<file path="config.mk">
export PLATFORM = sky130hd
export DESIGN_NAME = pcpi_initiator
export DESIGN_NICKNAME = d
export VERILOG_FILES = /design/src/rtl/pcpi_initiator.sv
export SDC_FILE = /design/constraint.sdc
export NUM_CORES = 1
export LEC_CHECK = 0
export CORE_MARGIN = 2
export CORE_UTILIZATION = 35
export DETAILED_ROUTE_END_ITERATION = 6
export PLACE_DENSITY_LB_ADDON = 0.3
export SYNTH_ARGS = -nofsm -noshare
export SYNTH_HDL_FRONTEND = slang
export SYNTH_SLANG_ARGS = --single-unit
</file>
<file path="constraint.sdc">
create_clock -name clk -period 1.7 [get_ports clk]
set_input_delay 0.51 -clock clk [delete_from_list [all_inputs] [get_ports clk]]
set_output_delay 0.51 -clock clk [all_outputs]
set_load 0.02 [all_outputs]
</file>
<file path="src/rtl/pcpi_initiator.sv">
// pcpi_initiator
//   Takes one command at a time from a valid/ready command port and presents
//   it to a PicoRV32-style PCPI coprocessor. It captures the coprocessor
//   result and returns it on a valid/ready response port.
//
//   Optional feature: define PCPI_INITIATOR_TIMEOUT_EN to abandon an issued
//   instruction after TIMEOUT_CYCLES cycles in which pcpi_wait and pcpi_ready
//   are both low. An abandoned instruction produces a response with
//   rsp_timeout=1. When the macro is undefined, ISSUE waits indefinitely and
//   rsp_timeout is tied low.
//
// Ports
//   clk, reset                  single clock, synchronous active-high reset
//   cmd_valid/cmd_ready         command handshake (ready only when idle)
//   cmd_insn/cmd_rs1/cmd_rs2    instruction and operands
//   rsp_valid/rsp_ready         response handshake
//   rsp_wr/rsp_rd/rsp_timeout   captured result and timeout flag
//   pcpi_valid/insn/rs1/rs2     coprocessor request (registered)
//   pcpi_wr/rd/wait/ready       coprocessor reply
module pcpi_initiator #(
  parameter int unsigned TIMEOUT_CYCLES = 16
) (
  input  logic        clk,
  input  logic        reset,
  input  logic        cmd_valid,
  output logic        cmd_ready,
  input  logic [31:0] cmd_insn,
  input  logic [31:0] cmd_rs1,
  input  logic [31:0] cmd_rs2,
  output logic        rsp_valid,
  input  logic        rsp_ready,
  output logic        rsp_wr,
  output logic [31:0] rsp_rd,
  output logic        rsp_timeout,
  output logic        pcpi_valid,
  output logic [31:0] pcpi_insn,
  output logic [31:0] pcpi_rs1,
  output logic [31:0] pcpi_rs2,
  input  logic        pcpi_wr,
  input  logic [31:0] pcpi_rd,
  input  logic        pcpi_wait,
  input  logic        pcpi_ready
);

  if (TIMEOUT_CYCLES < 2 || TIMEOUT_CYCLES > 255) begin : g_bad_param
    $error("pcpi_initiator: TIMEOUT_CYCLES must be in 2..255");
  end

  typedef enum logic [1:0] {IDLE = 2'd0, ISSUE = 2'd1, RESP = 2'd2} state_t;

  state_t      state_q, state_d;
  logic [31:0] insn_q, insn_d, rs1_q, rs1_d, rs2_q, rs2_d;
  logic        wr_q, wr_d;
  logic [31:0] rd_q, rd_d;

`ifdef PCPI_INITIATOR_TIMEOUT_EN
  localparam logic [7:0] TO_LOAD = 8'(TIMEOUT_CYCLES - 1);
  logic [7:0] cnt_q, cnt_d;
  logic       to_q, to_d;
`else
  logic       unused_wait;
  assign unused_wait = pcpi_wait;
`endif

  always_comb begin
    state_d = state_q;
    insn_d  = insn_q;
    rs1_d   = rs1_q;
    rs2_d   = rs2_q;
    wr_d    = wr_q;
    rd_d    = rd_q;
`ifdef PCPI_INITIATOR_TIMEOUT_EN
    cnt_d   = cnt_q;
    to_d    = to_q;
`endif
    unique case (state_q)
      IDLE: begin
        if (cmd_valid) begin
          state_d = ISSUE;
          insn_d  = cmd_insn;
          rs1_d   = cmd_rs1;
          rs2_d   = cmd_rs2;
`ifdef PCPI_INITIATOR_TIMEOUT_EN
          cnt_d   = TO_LOAD;
`endif
        end
      end
      ISSUE: begin
        // pcpi_ready is checked first so it beats an expiring counter
        if (pcpi_ready) begin
          state_d = RESP;
          wr_d    = pcpi_wr;
          rd_d    = pcpi_rd;
`ifdef PCPI_INITIATOR_TIMEOUT_EN
          to_d    = 1'b0;
`endif
        end
`ifdef PCPI_INITIATOR_TIMEOUT_EN
        else if (pcpi_wait) begin
          cnt_d = TO_LOAD;
        end else if (cnt_q == 8'd0) begin
          state_d = RESP;
          wr_d    = 1'b0;
          rd_d    = 32'd0;
          to_d    = 1'b1;
        end else begin
          cnt_d = cnt_q - 8'd1;
        end
`endif
      end
      RESP: begin
        if (rsp_ready) state_d = IDLE;
      end
      default: state_d = IDLE;
    endcase
  end

  always_ff @(posedge clk) begin
    if (reset) begin
      state_q <= IDLE;
      insn_q  <= '0;
      rs1_q   <= '0;
      rs2_q   <= '0;
      wr_q    <= 1'b0;
      rd_q    <= '0;
`ifdef PCPI_INITIATOR_TIMEOUT_EN
      cnt_q   <= '0;
      to_q    <= 1'b0;
`endif
    end else begin
      state_q <= state_d;
      insn_q  <= insn_d;
      rs1_q   <= rs1_d;
      rs2_q   <= rs2_d;
      wr_q    <= wr_d;
      rd_q    <= rd_d;
`ifdef PCPI_INITIATOR_TIMEOUT_EN
      cnt_q   <= cnt_d;
      to_q    <= to_d;
`endif
    end
  end

  assign cmd_ready  = (state_q == IDLE);
  assign pcpi_valid = (state_q == ISSUE);
  assign rsp_valid  = (state_q == RESP);
  assign pcpi_insn  = insn_q;
  assign pcpi_rs1   = rs1_q;
  assign pcpi_rs2   = rs2_q;
  assign rsp_wr     = wr_q;
  assign rsp_rd     = rd_q;
`ifdef PCPI_INITIATOR_TIMEOUT_EN
  assign rsp_timeout = to_q;
`else
  assign rsp_timeout = 1'b0;
`endif

endmodule

</file>
==> results by stage <==
Timing:
- Setup repair after global routing left no endpoint under its margin.
- The post-route clock skew is 0.00491 ns.
- The final-report max-slew violation count is 0.
- The peak clock frequency supported by timing is 615 MHz.
- On the final layout, the worst hold slack is 0.467 ns.
- The shortest period the worst path allows is 1.63 ns.
- The total setup violations reported at the end of the flow is 0.
- The number of endpoints with negative hold slack in the final report was 0.
- Dividing the final minimum period by the clock period gives 95.7%.

Setup path:
- The highest fanout seen on the critical path is 2.
- Traced cell by cell, the critical path runs through dlygate4sd2_1.
- The cell type group with the largest total delay on the critical path is flip-flops.
- The critical path class is flop to output pin.
- The critical path endpoint category is an output pin.
- The largest single stage delay on the critical path is 0.36 ns.
- The worst path arrival time is 1.12 ns.
- Data on the critical path is required at its endpoint by 1.19 ns.
- The slowest stage of the critical path is the sky130_fd_sc_hd__dfxtp_1 cell.
- The number of buffers and inverters on the critical path is 1.
- The sort of element at the start of the critical path is a flop.

Pwr:
- The net switching power figure is 2.19 mW.
- Across the VDD grid, the largest voltage drop is 0.591 mV.
- The fraction of power consumed by the clock network is 44.9%.
- The total power of the final layout is 8.90 mW.
- The static leakage is 4.08 nW.
- For this design the ratio of total power to cell area is 966 nW/um^2.
- The sequential share of power is 37.9%.
- The internal power is 6.71 mW.
- Of the total power, the share spent switching nets is 24.6%.
- The combinational group share of total power is 17.2%.

Cells and area:
- The sequential cell area is 2620 sq um.
- Summing all multi-input logic gate instances after layout gives 2990 sq um.
- The layout cell share with drive strength beyond 1 is 6.54%.
- The area added between synthesis and finish is 55.9%.
- For this run, the post-layout net count is 963.
- The number of fill cells in the layout is 1469.
- The antenna diode count is 0.

Global route:
- The first global-routing pass estimated 24000 microns of wire.
- The number of global-route vias before repair is 4750.
- The global-route usage over all layers is 16.8%.
- The number of antenna violations at the first check in global routing is 0.
- Entering global routing, the biggest net connects 136 pins.
- The overflow left after global routing is 0.

Run status:
- The run finished with clean final reports.

Yosys:
- The share of flip-flops with an asynchronous set or reset after synthesis is 0%.
- In this run the cell area of the synthesized design comes to 5910 sq um.
- Among all flip-flop cells after synthesis, the most frequent one is sky130_fd_sc_hd__dfxtp_1.
- After synthesis the netlist holds a flip-flop and latch count of 131.
- In this run the biggest area consumer among cell types represents 44.4% of the synthesized area.
- Ranked by total cell area, the synthesized netlist is headed by sky130_fd_sc_hd__dfxtp_1 (44%), sky130_fd_sc_hd__nand2b_1 (28%), sky130_fd_sc_hd__mux2i_1 (22%), sky130_fd_sc_hd__clkbuf_1 (1.7%), sky130_fd_sc_hd__buf_12 (1.4%).
- The number of enable-type register cells in the synthesized netlist is 0.
- By count the netlist is led by sky130_fd_sc_hd__nand2b_1 (260), sky130_fd_sc_hd__dfxtp_1 (131), sky130_fd_sc_hd__mux2i_1 (129), sky130_fd_sc_hd__clkbuf_1 (26), sky130_fd_sc_hd__buf_4 (7).
- The number of nets produced by synthesis is 709.
- The average size of a mapped cell is 10.3 sq um.
- The number of different library cells used by synthesis comes to 17.
- Yosys printed 0 warnings.
- The most area-hungry cell type in the Yosys netlist is sky130_fd_sc_hd__dfxtp_1.
- Of the synthesized area, sequential elements account for 44.4%.
- After technology mapping, the gate count stands at 574.
- The most numerous cell in the Yosys netlist is sky130_fd_sc_hd__nand2b_1.

Place:
- The detailed-placement wirelength estimate is 11100 microns.
- The congestion estimate from routability-driven global placement came to 0.778.
- During placement, the flow inserted port buffers numbering 265.

Floorplanning:
- 268 I/O pins were placed.
- The effective utilization at floorplan is 35.8%.
- The area inside the core boundary is 16500 sq um.
- The die is 134 microns tall.
- The overall die area is 17900 sq um.
- The number of rows in the core area is 47.
- The floorplan step set the die width to 134 microns.

Detailed routing:
- The post-route antenna net violation count is 0.
- The number of DRC violations after detailed routing is 0.
- The first-iteration detailed-routing DRC count is 146.
- The number of iterations in the first detailed-routing pass is 4.
- After detailed routing, the number of vias per cell comes to 4.39.
- For this block, the via count after detailed routing is 4660.
- Dividing the detail-routed wire length by the instance count gives 14.3 microns.
- The total wire length is 15100 microns.

Clocking:
- The TritonCTS clock tree is built.
- Clock tree synthesis inserted a total of 17 buffers.
- After clock tree synthesis, the setup repair step added 0 buffers.
- The cts-stage hold buffer count is 0.
- The post-cts repair resize count is 139.
- The clock transition at the registers of the reported paths is 0.06 ns.
- For the worst-skew pair, the clock arrives at the later sink with an insertion delay of 0.41 ns.
- For this design, the sink count on the clock tree is 131.
- The maximum clock path buffer count is 2.
- In this run the clock root is driven by a sky130_fd_sc_hd__clkbuf_16.
- The H-tree generated during clock tree synthesis spans 4 levels.

Run:
- Max-cap violations in this run came to 0.

Hold path:
- The worst hold path belongs to the class flop to flop.
metal layers:
metal	global-route usage, %	vias up	part of all wire [%]
met4	5.79	0	1.6
met2	28.3	178	47
met1	19.0	2112	41
met3	7.56	19	10
met5	0	-	0
li1	-	2351	-
power groups by stage:
stage / logic (mW) / clock network [mW] / registers, mW
after floorplan: 0.618 / 0 / 3.69
after global placement: 1.65 / 0 / 3.44
after detailed placement: 1.69 / 0 / 3.45
after CTS: 1.55 / 4.09 / 3.38
after global routing: 1.64 / 4.22 / 3.40
final: 1.53 / 4.00 / 3.38
cells in the final DEF, fill, tap and decap left out, types with 2 or more instances in the layout:
cell type / count
sky130_fd_sc_hd__clkbuf_8: 4
sky130_fd_sc_hd__clkbuf_16: 17
sky130_fd_sc_hd__nand2b_1: 260
sky130_fd_sc_hd__mux2i_1: 129
sky130_fd_sc_hd__bufinv_16: 4
sky130_fd_sc_hd__clkdlybuf4s50_1: 132
sky130_fd_sc_hd__nor2b_1: 2
sky130_fd_sc_hd__clkinvlp_4: 3
sky130_fd_sc_hd__buf_12: 7
sky130_fd_sc_hd__buf_2: 2
sky130_fd_sc_hd__clkinv_4: 2
sky130_fd_sc_hd__dlygate4sd2_1: 129
sky130_fd_sc_hd__buf_4: 9
sky130_fd_sc_hd__dfxtp_1: 130
per-stage QoR:
stage | setup WS, ns | setup TNS (ns) | area (sq um) | util (%) | instances
2_1_floorplan | 0.377 | 0 | 5910 | - | 574
5_1_grt | 0.00104 | 0 | 9220 | 55.8 | 1061
3_3_place_gp | -0.193 | -15.50 | 8740 | 52.9 | 1029
6_report | 0.0728 | 0 | 9220 | 55.8 | 1061
3_5_place_dp | -0.288 | -19.12 | 8740 | 52.9 | 1029
4_1_cts | 0.0134 | 0 | 9230 | 55.9 | 1061
logic make-up after synthesis:
group / share of synthesized area (%)
and+or+nand+nor: 28.3
DFF: 44.4
AOI/OAI and AO/OA: 0.296
other: 0.0634
buffers and inverters: 5.16
muxes: 21.8
path summary, 6_finish.rpt:
path,from,endpoint,slack (ns),cells past startpoint
hold / removal,pcpi_rs2[5]$_SDFFE_PP0P_,pcpi_rs2[5]$_SDFFE_PP0P_,0.47,2
setup reg to reg,state_q[1]$_SDFFE_PP0P_,pcpi_rs1[13]$_SDFFE_PP0P_,0.26,5
setup / recovery,rsp_rd[25]$_SDFFE_PP0P_,rsp_rd[25],0.07,1
hold reg to reg,pcpi_rs2[5]$_SDFFE_PP0P_,pcpi_rs2[5]$_SDFFE_PP0P_,0.47,2
final cells by class:
| type | count | share of cell area, % |
|---|---|---|
| Timing Repair Buffer | 280 | 29.0 |
| Multi-Input combinational cell | 398 | 32.5 |
| Sequential cell | 131 | 28.5 |
| Tap cell | 220 | 2.99 |
| Clock inverter | 11 | 1.89 |
| Clock buffer | 21 | 5.21 |
sequential cells by signal (all words and copies together), names as in the netlist:
register	flops
pcpi_rs1	32
pcpi_insn	32
pcpi_rs2	32
rsp_rd	32
state_q	2
rsp_wr	1
Power figures use the tool's default switching activity.
